[config.mk]
export PLATFORM = sky130hd
export DESIGN_NAME = mouse_event_buffer
export DESIGN_NICKNAME = d
export VERILOG_FILES = /design/src/rtl/mouse_pkg.sv /design/src/rtl/mouse_event_buffer_fifo.sv /design/src/rtl/mouse_event_buffer.sv
export SDC_FILE = /design/constraint.sdc
export NUM_CORES = 1
export LEC_CHECK = 0
export ABC_AREA = 1
export BUFFER_PORTS_ARGS = -buffer_cell sky130_fd_sc_hd__buf_2
export CORE_MARGIN = 10
export CORE_UTILIZATION = 40
export DETAILED_ROUTE_END_ITERATION = 8
export PLACE_DENSITY_LB_ADDON = 0.2
export SETUP_SLACK_MARGIN = 0.02
export SYNTH_ARGS = -nofsm -noshare
export SYNTH_HDL_FRONTEND = slang
export SYNTH_SLANG_ARGS = --single-unit
[constraint.sdc]
create_clock -name clk -period 3 [get_ports clk]
set_input_delay 0.6 -clock clk [delete_from_list [all_inputs] [get_ports clk]]
set_output_delay 0.6 -clock clk [all_outputs]
set_load 0.005 [all_outputs]
[src/rtl/mouse_pkg.sv]
// Shared mouse sample definitions: default field widths, button indices and the
// packed sample layout used by the mouse event buffer and its FIFO.
package mouse_pkg;

  localparam int unsigned POS_W_DEF = 12;
  localparam int unsigned BTN_N_DEF = 3;

  localparam int unsigned BTN_LEFT  = 0;
  localparam int unsigned BTN_RIGHT = 1;
  localparam int unsigned BTN_MID   = 2;

  typedef struct packed {
    logic [POS_W_DEF-1:0] x;
    logic [POS_W_DEF-1:0] y;
    logic [BTN_N_DEF-1:0] buttons;
  } mouse_sample_t;

endpackage

[src/rtl/mouse_event_buffer_fifo.sv]
// Generic first-word-fall-through FIFO with an explicit level counter.
// Pushing into a full FIFO without a pop drops the oldest entry and pulses overflow.
module sample_fifo
  import mouse_pkg::*;
#(
  parameter type         T     = mouse_sample_t,
  parameter int unsigned DEPTH = 4
) (
  input  logic                   clk,
  input  logic                   rst,
  input  logic                   push,
  input  T                       wdata,
  input  logic                   out_ready,
  output logic                   out_valid,
  output T                       rdata,
  output logic [$clog2(DEPTH):0] level,
  output logic                   overflow
);

  localparam int unsigned AW = $clog2(DEPTH);
  localparam int unsigned LW = AW + 1;

  T               mem [DEPTH];
  logic [AW-1:0]  wptr;
  logic [AW-1:0]  rptr;
  logic [LW-1:0]  level_q;
  logic           pop;
  logic           full;
  logic           drop;

  assign out_valid = (level_q != '0);
  assign pop       = out_valid && out_ready;
  assign full      = (level_q == LW'(DEPTH));
  assign drop      = push && !pop && full;
  assign level     = level_q;
  // Head is gated so it reads zero whenever the FIFO is empty, including in reset.
  assign rdata     = out_valid ? mem[rptr] : '0;

  always_ff @(posedge clk or negedge rst) begin
    if (!rst) begin
      wptr     <= '0;
      rptr     <= '0;
      level_q  <= '0;
      overflow <= 1'b0;
    end else begin
      overflow <= drop;
      if (push)
        wptr <= wptr + 1'b1;
      if (pop || drop)
        rptr <= rptr + 1'b1;
      if (push && !pop && !full)
        level_q <= level_q + 1'b1;
      else if (pop && !push)
        level_q <= level_q - 1'b1;
    end
  end

  always_ff @(posedge clk) begin
    if (push)
      mem[wptr] <= wdata;
  end

endmodule

[src/rtl/mouse_event_buffer.sv]
// Mouse sample buffer: latest-sample registers, optional change-only filter and
// a drop-oldest FWFT FIFO presenting samples downstream with valid/ready.
module mouse_event_buffer
  import mouse_pkg::*;
#(
  parameter int unsigned POS_W       = POS_W_DEF,
  parameter int unsigned BTN_N       = BTN_N_DEF,
  parameter int unsigned DEPTH       = 4,
  parameter int unsigned CHANGE_ONLY = 1
) (
  input  logic                   clk,
  input  logic                   rst,
  input  logic                   in_valid,
  input  logic [POS_W-1:0]       xpos_in,
  input  logic [POS_W-1:0]       ypos_in,
  input  logic [BTN_N-1:0]       buttons_in,
  output logic                   out_valid,
  input  logic                   out_ready,
  output logic [POS_W-1:0]       xpos_out,
  output logic [POS_W-1:0]       ypos_out,
  output logic [BTN_N-1:0]       buttons_out,
  output logic [POS_W-1:0]       xpos_last,
  output logic [POS_W-1:0]       ypos_last,
  output logic [BTN_N-1:0]       buttons_last,
  output logic [$clog2(DEPTH):0] level,
  output logic                   overflow
);

  typedef struct packed {
    logic [POS_W-1:0] x;
    logic [POS_W-1:0] y;
    logic [BTN_N-1:0] buttons;
  } sample_t;

  sample_t in_s;
  sample_t last_s;
  sample_t head_s;
  logic    push;

  assign in_s = '{x: xpos_in, y: ypos_in, buttons: buttons_in};
  // Filter compares against the last registers before this cycle's update.
  assign push = in_valid && ((CHANGE_ONLY == 0) || (in_s != last_s));

  always_ff @(posedge clk or negedge rst) begin
    if (!rst)
      last_s <= '0;
    else if (in_valid)
      last_s <= in_s;
  end

  assign xpos_last    = last_s.x;
  assign ypos_last    = last_s.y;
  assign buttons_last = last_s.buttons;

  sample_fifo #(
    .T     (sample_t),
    .DEPTH (DEPTH)
  ) u_fifo (
    .clk       (clk),
    .rst       (rst),
    .push      (push),
    .wdata     (in_s),
    .out_ready (out_ready),
    .out_valid (out_valid),
    .rdata     (head_s),
    .level     (level),
    .overflow  (overflow)
  );

  assign xpos_out    = head_s.x;
  assign ypos_out    = head_s.y;
  assign buttons_out = head_s.buttons;

endmodule

==> results_dict.tcl, run 1 <==
set metrics [dict create \
    vias 4081 \
    power_frac_comb_pct 30.1 \
    clock_skew_ns 0.00666 \
    p_switching_mw 2.35 \
    post_cts_resized 0 \
    finalHoldViolations 0 \
    port_buffers 89 \
    start_util_pct 41.3 \
    critPathMaxFanout 28 \
    post_synth_main_area_contributors "edfxtp_1 (54%), dfrtp_1 (14%), nor2_1 (7.4%)" \
    ir_drop_v 0.000672 \
    drc 0 \
    syn_to_final_growth_pct 23.0 \
    fp.dieH_um 143 \
    antenna_left 0 \
    synth_top_area_share_pct 53.7 \
    slew_violations 0 \
    dieArea_um2 20400 \
    grt_first_pass_wirelength_um 22600 \
    syn_nets 559 \
    cts_setup_buffers 0 \
    tightest_slew_ns 1.14 \
    async_flop_share_pct 24.5 \
    power_frac_seq_pct 37.0 \
    finalCritPeriodShare_pct 88.9 \
    multi_input_area_um2 1730 \
    postLayoutCellArea_um2 7430 \
    powerDensity_nw_per_um2 981 \
    crit_type "flop to output pin" \
    yosys_warnings 0 \
    crit_required_ns 2.40 \
    h-tree-depth 4 \
    clkPwrFrac_pct 32.9 \
    netlist_instances 523 \
    maxSlewHeadroom_pct 23.7 \
    finalSetupViolCount 0 \
    cp-end-kind "output pin" \
    worstPathArrival_ns 2.07 \
    nFillCells 1309 \
    placedInstanceArea_um2 6760 \
    drt_pass1_iterations 4 \
    synth_edf_count 108 \
    fin_crit_ns 2.67 \
    cap_violations 0 \
    yosysTopAreaCell "edfxtp_1" \
    grt_pass1_vias 4139 \
    pin_count 90 \
    swShare_pct 32.2 \
    syn_area_per_cell_um2 11.6 \
    synth-seq-cells 143 \
    yosysMostFrequentCell "nor2_1" \
    status "finished, final reports clean" \
    cts-root-buf "clkbuf_16" \
    synth_common_cells "nor2_1 (119), edfxtp_1 (108), o21ai_0 (61)" \
    seq_area_um2 4120 \
    cts.sinks 143 \
    fp.dieW_um 143 \
    clkTransAtPathRegs_ns 0.06 \
    syn-cell-area_um2 6040 \
    cts_made_buffers 17 \
    crit_path_start_kind "flop" \
    num_rows 44 \
    wl_um 14700 \
    cts_tree "built" \
    hp-class "primary input to async pin" \
    diodes 0 \
    fp.coreArea_um2 14600 \
    final_layout_size_suffix_gt1_share_pct 26.6 \
    wl_per_cell_um 17.9 \
    place.gp.congestion 0.749 \
    via_per_inst 4.96 \
    synthFlopType "edfxtp_1" \
    drtIter0Drc 192 \
    ys_seq_area_share_pct 68.2 \
    rsz0062_at_grt "no" \
    gr-total-overflow 0 \
    fmax_mhz 375 \
    synth.distinct_cells 26 \
    grt_util_all_layers_pct 14.6 \
    grt_antenna_before_repair 0 \
    clk_latency_ns 0.42 \
    grt_max_degree 55 \
    leakagePower_nw 2.99 \
    hpwl_um 9470 \
    clockBufferDepth 2 \
    tns_ns 0 \
    fin_nets 661 \
    p_int_mw 4.95 \
    cts_hold_buf 0 \
]
-- worst paths after layout --
path                                     end  cells past startpoint  slack [ns]           start
max                              xpos_out[9]                      5        0.33  u_fifo.rptr[1]
min                             xpos_last[2]                      1        0.23             rst
max reg2reg                u_fifo.mem[2][20]                     10        0.43    ypos_last[5]
min reg2reg                     xpos_last[7]                      1        0.55    xpos_last[7]
max in group asynchronous       xpos_last[0]                      2        2.12             rst
min in group clk           u_fifo.mem[0][23]                      1        0.44      xpos_in[8]
-- stage by stage --
| stage | setup WS, ns | total power [mW] | util [%] | std cells | hold slack [ns] |
|---|---|---|---|---|---|
| after floorplan | 0.316 | 4.01 | - | 523 | 0.304 |
| after global placement | 0.100 | 4.94 | 46.2 | 790 | 0.534 |
| after detailed placement | 0.0604 | 4.99 | 46.2 | 790 | 0.543 |
| after CTS | 0.294 | 7.40 | 50.8 | 822 | 0.228 |
| after global routing | 0.159 | 7.75 | 50.8 | 822 | 0.256 |
| final | 0.332 | 7.29 | 50.8 | 822 | 0.226 |
-- layout make-up --
class | instances | area share [%]
Inverter | 30 | 1.52
Tap cell | 184 | 3.10
Multi-Input combinational cell | 328 | 23.3
Timing Repair Buffer | 105 | 7.61
Clock inverter | 14 | 3.28
Sequential cell | 143 | 55.4
Clock buffer | 18 | 5.77
-- flip-flops by register name (all words and copies together) (netlist names) --
signal / count
u_fifo.level: 3
xpos_last: 12
u_fifo.wptr: 2
ypos_last: 12
buttons_last: 3
u_fifo.rptr: 2
u_fifo.overflow: 1
u_fifo.mem: 108
-- critical path, stage by stage (launching register included) --
cell and delay [ns]:
dfrtp_1 0.61, inv_2 0.39, nor2_1 0.17, o21ai_0 0.09, a21oi_1 0.23, buf_2 0.16
-- placed cells by master (no fill, tap or decap), drive strengths merged, types with 2 or more instances in the layout --
cell type	count
a21oi	28
xnor2	18
nor3	2
nand4	2
nand3	4
ha	4
inv	30
o21ai	64
nand2	62
dfrtp	35
buf	105
nor2	121
clkinv	6
mux2	19
bufinv	7
xor2	3
clkbuf	18
edfxtp	108
-- metal layers --
layer  vias to the layer above  global-route usage, %  wire length, um
met5                         -                      0                0
met4                         0                   6.13              322
met3                        27                   4.71              911
met2                       100                   22.7             6860
met1                      1969                   18.4             6630
li1                       1985                      -                -
-- power by group through the flow --
stage	Clock, mW	Sequential [mW]	Combinational [mW]
6_report	2.40	2.70	2.19
5_1_grt	2.53	2.74	2.49
4_1_cts	2.44	2.70	2.26
3_5_place_dp	0	2.74	2.25
3_3_place_gp	0	2.72	2.21
2_1_floorplan	0	2.70	1.32
-- logic make-up (layout without fill, tap and decap cells) --
family          count (synthesis)  in the layout  share of synthesized area (%)
flops                         143            143                           68.2
mux                            19             19                           3.54
compound gates                 92             92                           7.68
xor+xnor                       21             21                           3.04
buf+inv                        52            167                           3.37
simple gates                  191            191                           13.0
fa+ha+maj                       5              5                           1.16
Note: power is estimated with default switching activity, not from simulation.
==> run 2: changes to the inputs <==
==> constraint.sdc (replaced) <==
create_clock -name clk -period 3 [get_ports clk]
set_input_delay 0.15 -clock clk [delete_from_list [all_inputs] [get_ports clk]]
set_output_delay 0.15 -clock clk [all_outputs]
set_load 0.005 [all_outputs]
==> run 2 against run 1 <==
Net effect: routed wire length increased by 1.7%; worst setup slack improved by 0.26 ns; hold slack got worse by 0.21 ns; sequential share of layout area decreased by 0.26 points; sequential cell count unchanged; maximum frequency increased by 11%; cell area increased by 0.47%; critical path depth increased by 1; register-to-register slack improved by 0.21 ns; global-route usage increased by 0.54 points; first-iteration DRC count increased by 59%; clock power decreased by 23%; largest cell class unchanged; largest power group unchanged.
==> results_dict.tcl, run 2 (synthesized netlist as in run 1, its figures left out) <==
set metrics [dict create \
    rsz0062_at_grt "no" \
    crit_type "flop to output pin" \
    clkTransAtPathRegs_ns 0.06 \
    p_int_mw 4.42 \
    crit_required_ns 2.85 \
    largest_reg_flops 108 \
    slew_violations 0 \
    crit_start "u_fifo.rptr[0]" \
    gr-total-overflow 0 \
    fp.coreArea_um2 14600 \
    tightest_slew_ns 0.933 \
    ir_drop_v 0.000450 \
    cts-root-buf "clkbuf_16" \
    fp.dieH_um 143 \
    finalPower_mw 6.74 \
    antenna_left 0 \
    status "finished, final reports clean" \
    wl_per_cell_um 17.8 \
    leakagePower_nw 2.99 \
    final_layout_size_suffix_gt1_share_pct 24.7 \
    cap_violations 0 \
    final_common_cell "nor2_1" \
    finalHoldViolations 0 \
    start_util_pct 41.3 \
    r2r_cells 9 \
    worstPathArrival_ns 2.26 \
    clk_latency_ns 0.42 \
    port_buffers 89 \
    hpwl_um 9350 \
    tns_ns 0 \
    finalSetupViolCount 0 \
    layout_common_cells "nor2_1 (115), edfxtp_1 (108), buf_2 (89)" \
    drc 0 \
    p_switching_mw 2.32 \
    crit_path_start_kind "flop" \
    cts_made_buffers 17 \
    endpoint "xpos_out[0]" \
    pin_count 90 \
    maxSlewHeadroom_pct 37.8 \
    h-tree-depth 4 \
    r2r_start "ypos_last[5]" \
    cp-end-kind "output pin" \
    num_rows 44 \
    critPathMaxFanout 33 \
    syn_to_final_growth_pct 23.6 \
    power_frac_comb_pct 31.8 \
    fp.dieW_um 143 \
    hp-class "primary input to flop" \
    vias 4141 \
    top_register "u_fifo.mem" \
    powerDensity_nw_per_um2 903 \
    cts_tree "built" \
    fmax_mhz 416 \
    clockBufferDepth 2 \
    drtIter0Drc 305 \
    r2r-end "u_fifo.mem[3][3]" \
    dieArea_um2 20400 \
    r2r_slack_ns 0.64 \
    drt_pass1_iterations 4 \
    grt_util_all_layers_pct 15.2 \
    grt_max_degree 37 \
    grt_antenna_before_repair 0 \
    grt_first_pass_wirelength_um 23300 \
    cts.sinks 143 \
    via_per_inst 4.93 \
    finalCritPeriodShare_pct 80.2 \
    clkPwrFrac_pct 27.2 \
    fin_nets 679 \
    power_frac_seq_pct 40.9 \
    diodes 0 \
    swShare_pct 34.4 \
    clock_skew_ns 0.0130 \
    fin_crit_ns 2.41 \
    place.gp.congestion 0.761 \
    grt_pass1_vias 4237 \
    wl_um 15000 \
]
==> run 2: cell type report <==
type	instances	area, um^2
Clock buffer	25	475
Clock inverter	7	37.5
Fill cell	1301	7180
Inverter	30	113
Multi-Input combinational cell	328	1730
Sequential cell	143	4120
Tap cell	184	230
Timing Repair Buffer	123	761
==> run 2: how the worst min path moves through the flow <==
| stage | start | end | cells past startpoint |
|---|---|---|---|
| after floorplan | rst | buttons_last[0] | 0 |
| after global placement | rst | xpos_last[1] | 1 |
| after detailed placement | rst | ypos_last[9] | 1 |
| after CTS | ypos_in[0] | u_fifo.mem[0][3] | 1 |
| after global routing | xpos_in[0] | u_fifo.mem[1][15] | 1 |
| final | xpos_in[0] | u_fifo.mem[1][15] | 1 |
==> run 2: worst max-delay path, stage by stage, from the launching register on <==
cell and delay, ns:
dfrtp_2 0.77, buf_4 0.42, nor2_1 0.09, nor2_1 0.08, o21ai_0 0.08, a21oi_1 0.22
buf_2 0.15
==> run 2: timing repair <==
action,in CTS,in global routing
gates resized for setup,0,0
buffers inserted,0,0
hold buffers,23,1
hold endpoints to repair,123,4
==> run 2: metal layers <==
| layer | vias to the layer above | part of all wire (%) | track usage, % |
|---|---|---|---|
| met1 | 2022 | 45 | 18.9 |
| met2 | 90 | 48 | 24.2 |
| met5 | - | 0 | 0 |
| met4 | 0 | 1.3 | 5.75 |
| met3 | 16 | 5.6 | 4.71 |
| li1 | 2013 | - | - |
==> run 2: power by group through the flow <==
stage / logic, mW / registers [mW] / clock network [mW]
6_report: 2.15 / 2.76 / 1.84
5_1_grt: 2.43 / 2.80 / 1.96
3_3_place_gp: 2.13 / 2.79 / 0
2_1_floorplan: 1.32 / 2.70 / 0
3_5_place_dp: 2.18 / 2.81 / 0
4_1_cts: 2.21 / 2.77 / 1.87
==> run 2: stage by stage <==
step | cell area, um^2 | setup slack (ns) | std cells | util [%] | hold slack (ns)
6_report | 7470 | 0.595 | 840 | 51.0 | 0.0197
5_1_grt | 7470 | 0.375 | 840 | 51.0 | 0.00903
4_1_cts | 7460 | 0.530 | 839 | 50.9 | 0.000842
3_5_place_dp | 6710 | 0.608 | 784 | 45.8 | 0.334
3_3_place_gp | 6710 | 0.615 | 784 | 45.8 | 0.326
2_1_floorplan | 6040 | 0.512 | 523 | - | -0.146
